===== src/rtl/rr_arbiter4_if.sv =====
// Request/grant bundle between four requesters and the round-robin arbiter.
interface rr_arbiter4_if;
  logic [3:0] req;
  logic [3:0] done;
  logic [3:0] grant;
  logic [1:0] grant_idx;
  logic       grant_valid;
  logic       timeout;

  modport master (
    output req, done,
    input  grant, grant_idx, grant_valid, timeout
  );

  modport slave (
    input  req, done,
    output grant, grant_idx, grant_valid, timeout
  );
endinterface


===== src/rtl/rr_arbiter4.sv =====
// Four-way round-robin arbiter with a hold limit and one forced idle cycle per release.
//   state | meaning
//   IDLE  | no owner; pick first requester at or after ptr_q
//   BUSY  | owner grant_idx_q holds the resource until done, req drop or MAX_HOLD
module rr_arbiter4 #(
  parameter int unsigned MAX_HOLD = 16,
  parameter int unsigned HOLD_W   = 5
) (
  input  logic          clk_i,
  input  logic          rst_i,
  rr_arbiter4_if.slave  arb_if
);

  typedef enum logic {IDLE, BUSY} state_t;

  state_t            state_q;
  logic [3:0]        grant_q;
  logic [1:0]        grant_idx_q;
  logic              grant_valid_q;
  logic              timeout_q;
  logic [1:0]        ptr_q;
  logic [HOLD_W-1:0] hold_q;

  logic [1:0] win_idx_d;
  logic       win_vld_d;
  logic [1:0] cand;
  logic       own_req;
  logic       own_done;
  logic       at_limit;

  // Scan offsets high to low so the lowest offset from ptr_q wins.
  always_comb begin
    win_idx_d = ptr_q;
    win_vld_d = 1'b0;
    cand      = ptr_q;
    for (int i = 3; i >= 0; i--) begin
      cand = ptr_q + 2'(i);
      if (arb_if.req[cand]) begin
        win_idx_d = cand;
        win_vld_d = 1'b1;
      end
    end
  end

  assign own_req  = arb_if.req[grant_idx_q];
  assign own_done = arb_if.done[grant_idx_q];
  assign at_limit = (hold_q == HOLD_W'(MAX_HOLD));

  always_ff @(posedge clk_i) begin
    if (rst_i) begin
      state_q       <= IDLE;
      grant_q       <= 4'b0000;
      grant_idx_q   <= 2'b00;
      grant_valid_q <= 1'b0;
      timeout_q     <= 1'b0;
      ptr_q         <= 2'b00;
      hold_q        <= '0;
    end else begin
      timeout_q <= 1'b0;
      case (state_q)
        IDLE: begin
          if (win_vld_d) begin
            grant_q       <= 4'b0001 << win_idx_d;
            grant_idx_q   <= win_idx_d;
            grant_valid_q <= 1'b1;
            hold_q        <= HOLD_W'(1);
            state_q       <= BUSY;
          end
        end
        BUSY: begin
          if (own_done || !own_req || at_limit) begin
            grant_q       <= 4'b0000;
            grant_valid_q <= 1'b0;
            ptr_q         <= grant_idx_q + 2'd1;
            hold_q        <= '0;
            // A forced release only counts when the owner gave no release of its own.
            timeout_q     <= at_limit && !own_done && own_req;
            state_q       <= IDLE;
          end else begin
            hold_q <= at_limit ? hold_q : hold_q + HOLD_W'(1);
          end
        end
        default: state_q <= IDLE;
      endcase
    end
  end

  assign arb_if.grant       = grant_q;
  assign arb_if.grant_idx   = grant_idx_q;
  assign arb_if.grant_valid = grant_valid_q;
  assign arb_if.timeout     = timeout_q;

endmodule


===== src/flat_wrapper.sv =====
// flat-port wrapper written by rule: the top's interface ports become plain ports
module rr_arbiter4_flat 
#(
  parameter int unsigned MAX_HOLD = 16,
  parameter int unsigned HOLD_W   = 5
)
  (clk_i, rst_i, arb_if_req, arb_if_done, arb_if_grant, arb_if_grant_idx, arb_if_grant_valid, arb_if_timeout);
  rr_arbiter4_if arb_if_i ();
  input  logic clk_i;
  input  logic rst_i;
  input wire logic [$bits(arb_if_i.req)-1:0] arb_if_req;
  input wire logic [$bits(arb_if_i.done)-1:0] arb_if_done;
  output wire logic [$bits(arb_if_i.grant)-1:0] arb_if_grant;
  output wire logic [$bits(arb_if_i.grant_idx)-1:0] arb_if_grant_idx;
  output wire logic [$bits(arb_if_i.grant_valid)-1:0] arb_if_grant_valid;
  output wire logic [$bits(arb_if_i.timeout)-1:0] arb_if_timeout;
  assign arb_if_i.req = arb_if_req;
  assign arb_if_i.done = arb_if_done;
  assign arb_if_grant = arb_if_i.grant;
  assign arb_if_grant_idx = arb_if_i.grant_idx;
  assign arb_if_grant_valid = arb_if_i.grant_valid;
  assign arb_if_timeout = arb_if_i.timeout;
  rr_arbiter4 #(.MAX_HOLD(MAX_HOLD), .HOLD_W(HOLD_W)) u_core (.clk_i(clk_i), .rst_i(rst_i), .arb_if(arb_if_i));
endmodule

===== config.mk =====
export PLATFORM = sky130hd
export DESIGN_NAME = rr_arbiter4_flat
export DESIGN_NICKNAME = d
export VERILOG_FILES = /design/src/rtl/rr_arbiter4_if.sv /design/src/rtl/rr_arbiter4.sv /design/src/flat_wrapper.sv
export SDC_FILE = /design/constraint.sdc
export NUM_CORES = 1
export LEC_CHECK = 0
export CORE_UTILIZATION = 44
export CTS_CLUSTER_DIAMETER = 60
export CTS_CLUSTER_SIZE = 10
export DETAILED_ROUTE_END_ITERATION = 8
export HOLD_SLACK_MARGIN = 0.02
export PLACE_DENSITY = 0.73
export SYNTH_ARGS = -nofsm -noshare
export SYNTH_HDL_FRONTEND = slang
export SYNTH_SLANG_ARGS = --single-unit

===== constraint.sdc =====
create_clock -name clk_i -period 1.8 [get_ports clk_i]
set_input_delay 0.45 -clock clk_i [delete_from_list [all_inputs] [get_ports clk_i]]
set_output_delay 0.45 -clock clk_i [all_outputs]
set_load 0.005 [all_outputs]

==> flow_metrics.tcl <==
set metrics [dict create \
    status "completed" \
    critPathLaunchType "input port" \
    hold_class "reg2reg" \
    final.setup_skew_ps 0.395 \
    yosysUniqueCellTypes 40 \
    max_freq_mhz 581 \
    synth-seq-area-share_pct 36.0 \
    holdWs_ps 449 \
    initialDrtViolationCount 21 \
    antenna_found_initial 0 \
    worstSetupPathType "in2reg" \
    start_util_pct 49.4 \
    drt-vias-per-instance 5.49 \
    multiInputGateArea_sq_um 568 \
    ys_ff_latch 16 \
    wire_per_inst_um 14.2 \
    synth_top_area_share_pct 36.0 \
    yosysWarnings 0 \
    worst_slew_pin_slew_ps 470 \
    syn_avg_cell_area_sq_um 9.00 \
    first_global_vias 808 \
    postSynthNetCount 111 \
    place.gp.congestion 0.763 \
    setup-violations-final 0 \
    synth_area_sq_um 891 \
    hold_viol_final 0 \
    rows 15 \
    drt_wl_total_um 2220 \
    drt_first_pass_iters 4 \
    worst_slack_ps 79.6 \
    cts.path.max_buffers 2 \
    synthTopCellsByArea "dfxtp_1, nor2b_1, inv_1" \
    peakVddDrop_uv 445 \
    final_cell_mix "dfxtp_1, buf_4, inv_1, clkdlybuf4s50_1" \
    worstPathMaxFanout 3 \
    overflow 0 \
    post_dp_cell_area_sq_um 1180 \
    grt_pass1_wl_um 3840 \
    n_antenna_cell 0 \
    grt_use_total_pct 24.7 \
    relSlewSlack_pct 68.6 \
    numCtsBuffers 3 \
    n_fill_cell 160 \
    io_pins 18 \
    num_vias 862 \
    critPathMaxStageDelay_ps 520 \
    final-seq-area_sq_um 320 \
    area_growth_pct 41.4 \
    postLayoutCoreUtil_pct 69.9 \
    cts_root_buffer "clkbuf_4" \
    crit_chain "dlygate4sd2_1 > nor2b_1 > mux4_2 > a21boi_4 > mux2_4" \
    period_minus_slack_ps 1720 \
    clkLatencyLatePin_ps 280 \
    post-place-ws_ps -493 \
    rsz0062_at_grt "false" \
    finalCritPeriodShare_pct 95.6 \
    drive_above_1_share_pct 23.5 \
    synth_top_area_cell "dfxtp_1" \
    ys.flop_type "dfxtp_1" \
    critPathBufInv 1 \
    synth_cells 99 \
    cts_sinks 16 \
    timing.setup.tns_ps 0 \
    fin_cells 157 \
    ctsHoldBuffers 0 \
    leakage_nw 0.497 \
    end_kind "flop" \
    cap_violations 0 \
    io_buffers 17 \
    slew_violations 0 \
    die-area_sq_um 2210 \
    crit_path_top_delay_cell "mux4_2" \
    total_power_uw 805 \
    ant_nets 0 \
    cts_tree "yes" \
    final_common_cell "dfxtp_1" \
    grt_max_degree 14 \
    htree_levels 1 \
    fp.dieH_um 47.0 \
    cp_top_family "multiplexers" \
    final_net_count 146 \
    drc 0 \
    hpwlAfterDp_um 1610 \
    worst_ep_arrival_time_ps 1890 \
    final_cell_area_sq_um 1260 \
    async_flop_share_pct 0 \
    coreArea_sq_um 1800 \
    required_ps 1970 \
    die_w_um 47.0 \
    placedCellCount 152 \
    power_density_nw_per_um2 639 \
    synth_edf_count 0 \
    clk_pin_slew_ps 80 \
]
==> cell type report <==
type	instances	share of cell area (%)
Timing Repair Buffer	33	22.5
Tap cell	25	2.48
Sequential cell	16	25.4
Clock buffer	3	1.79
Inverter	9	2.68
Multi-Input combinational cell	71	45.1
==> worst paths after layout <==
path | start | endpoint | slack, ps | cells past startpoint
worst min-delay path | u_core.arb_if.grant[3] | u_core.arb_if.grant[3] | 450 | 2
worst max register to register | u_core.hold_q[0] | u_core.arb_if.grant[0] | 210 | 6
worst min register to register | u_core.arb_if.grant[3] | u_core.arb_if.grant[3] | 450 | 2
worst max-delay path | arb_if_req[3] | u_core.ptr_q[0] | 80 | 5
==> per-layer routing <==
metal	share of wire, %	global-route usage [%]	vias up
li1	-	-	426
met1	44	33.3	403
met2	50	41.4	31
met3	5.3	6.92	2
met4	0.36	1.71	0
met5	0	0	-
==> report_power, final <==
group	total, mW	internal [mW]	switching, mW	leakage [nW]
Clock	0.177	0.0776	0.0993	0.0138
Sequential	0.399	0.376	0.0233	0.131
Combinational	0.229	0.130	0.0997	0.353
Total	0.805	0.583	0.222	0.497
==> flip-flops by register name, summed over array words and instances, names as in the netlist <==
register	count
u_core.arb_if.grant	4
u_core.arb_if.grant_idx	2
u_core.arb_if.grant_valid	1
u_core.arb_if.timeout	1
u_core.hold_q	5
u_core.ptr_q	2
u_core.state_q	1
==> repair_timing <==
item                       4_1_cts  5_1_grt
pin swaps                        1        0
setup endpoints to repair       12        4
setup buffers                    2        0
gates resized for setup         17        2
==> synth_stat cells (all sizes together), types with 3 or more instances <==
cell,instances
a21oi,5
dfxtp,16
inv,9
nand2b,4
nor2,8
nor2b,8
nor3,3
==> logic make-up (layout without fill, tap and decap cells) <==
kind of cell / Yosys count / count (layout) / synth area share (%)
AO/OA/AOI/OAI: 26 / 26 / 22.6
XOR/XNOR: 3 / 3 / 2.95
adder cells (fa/ha/maj): 2 / 2 / 2.81
buffers and inverters: 12 / 45 / 5.20
flip-flops: 16 / 16 / 36.0
multiplexers: 3 / 3 / 5.06
AND/OR/NAND/NOR: 37 / 37 / 25.4
==> tightest hold or removal path, stage by stage, from the launching register on <==
cell and delay [ps]:
dfxtp_1 320, inv_1 50, o2bb2ai_1 50
Note: power is estimated with default switching activity, not from simulation.
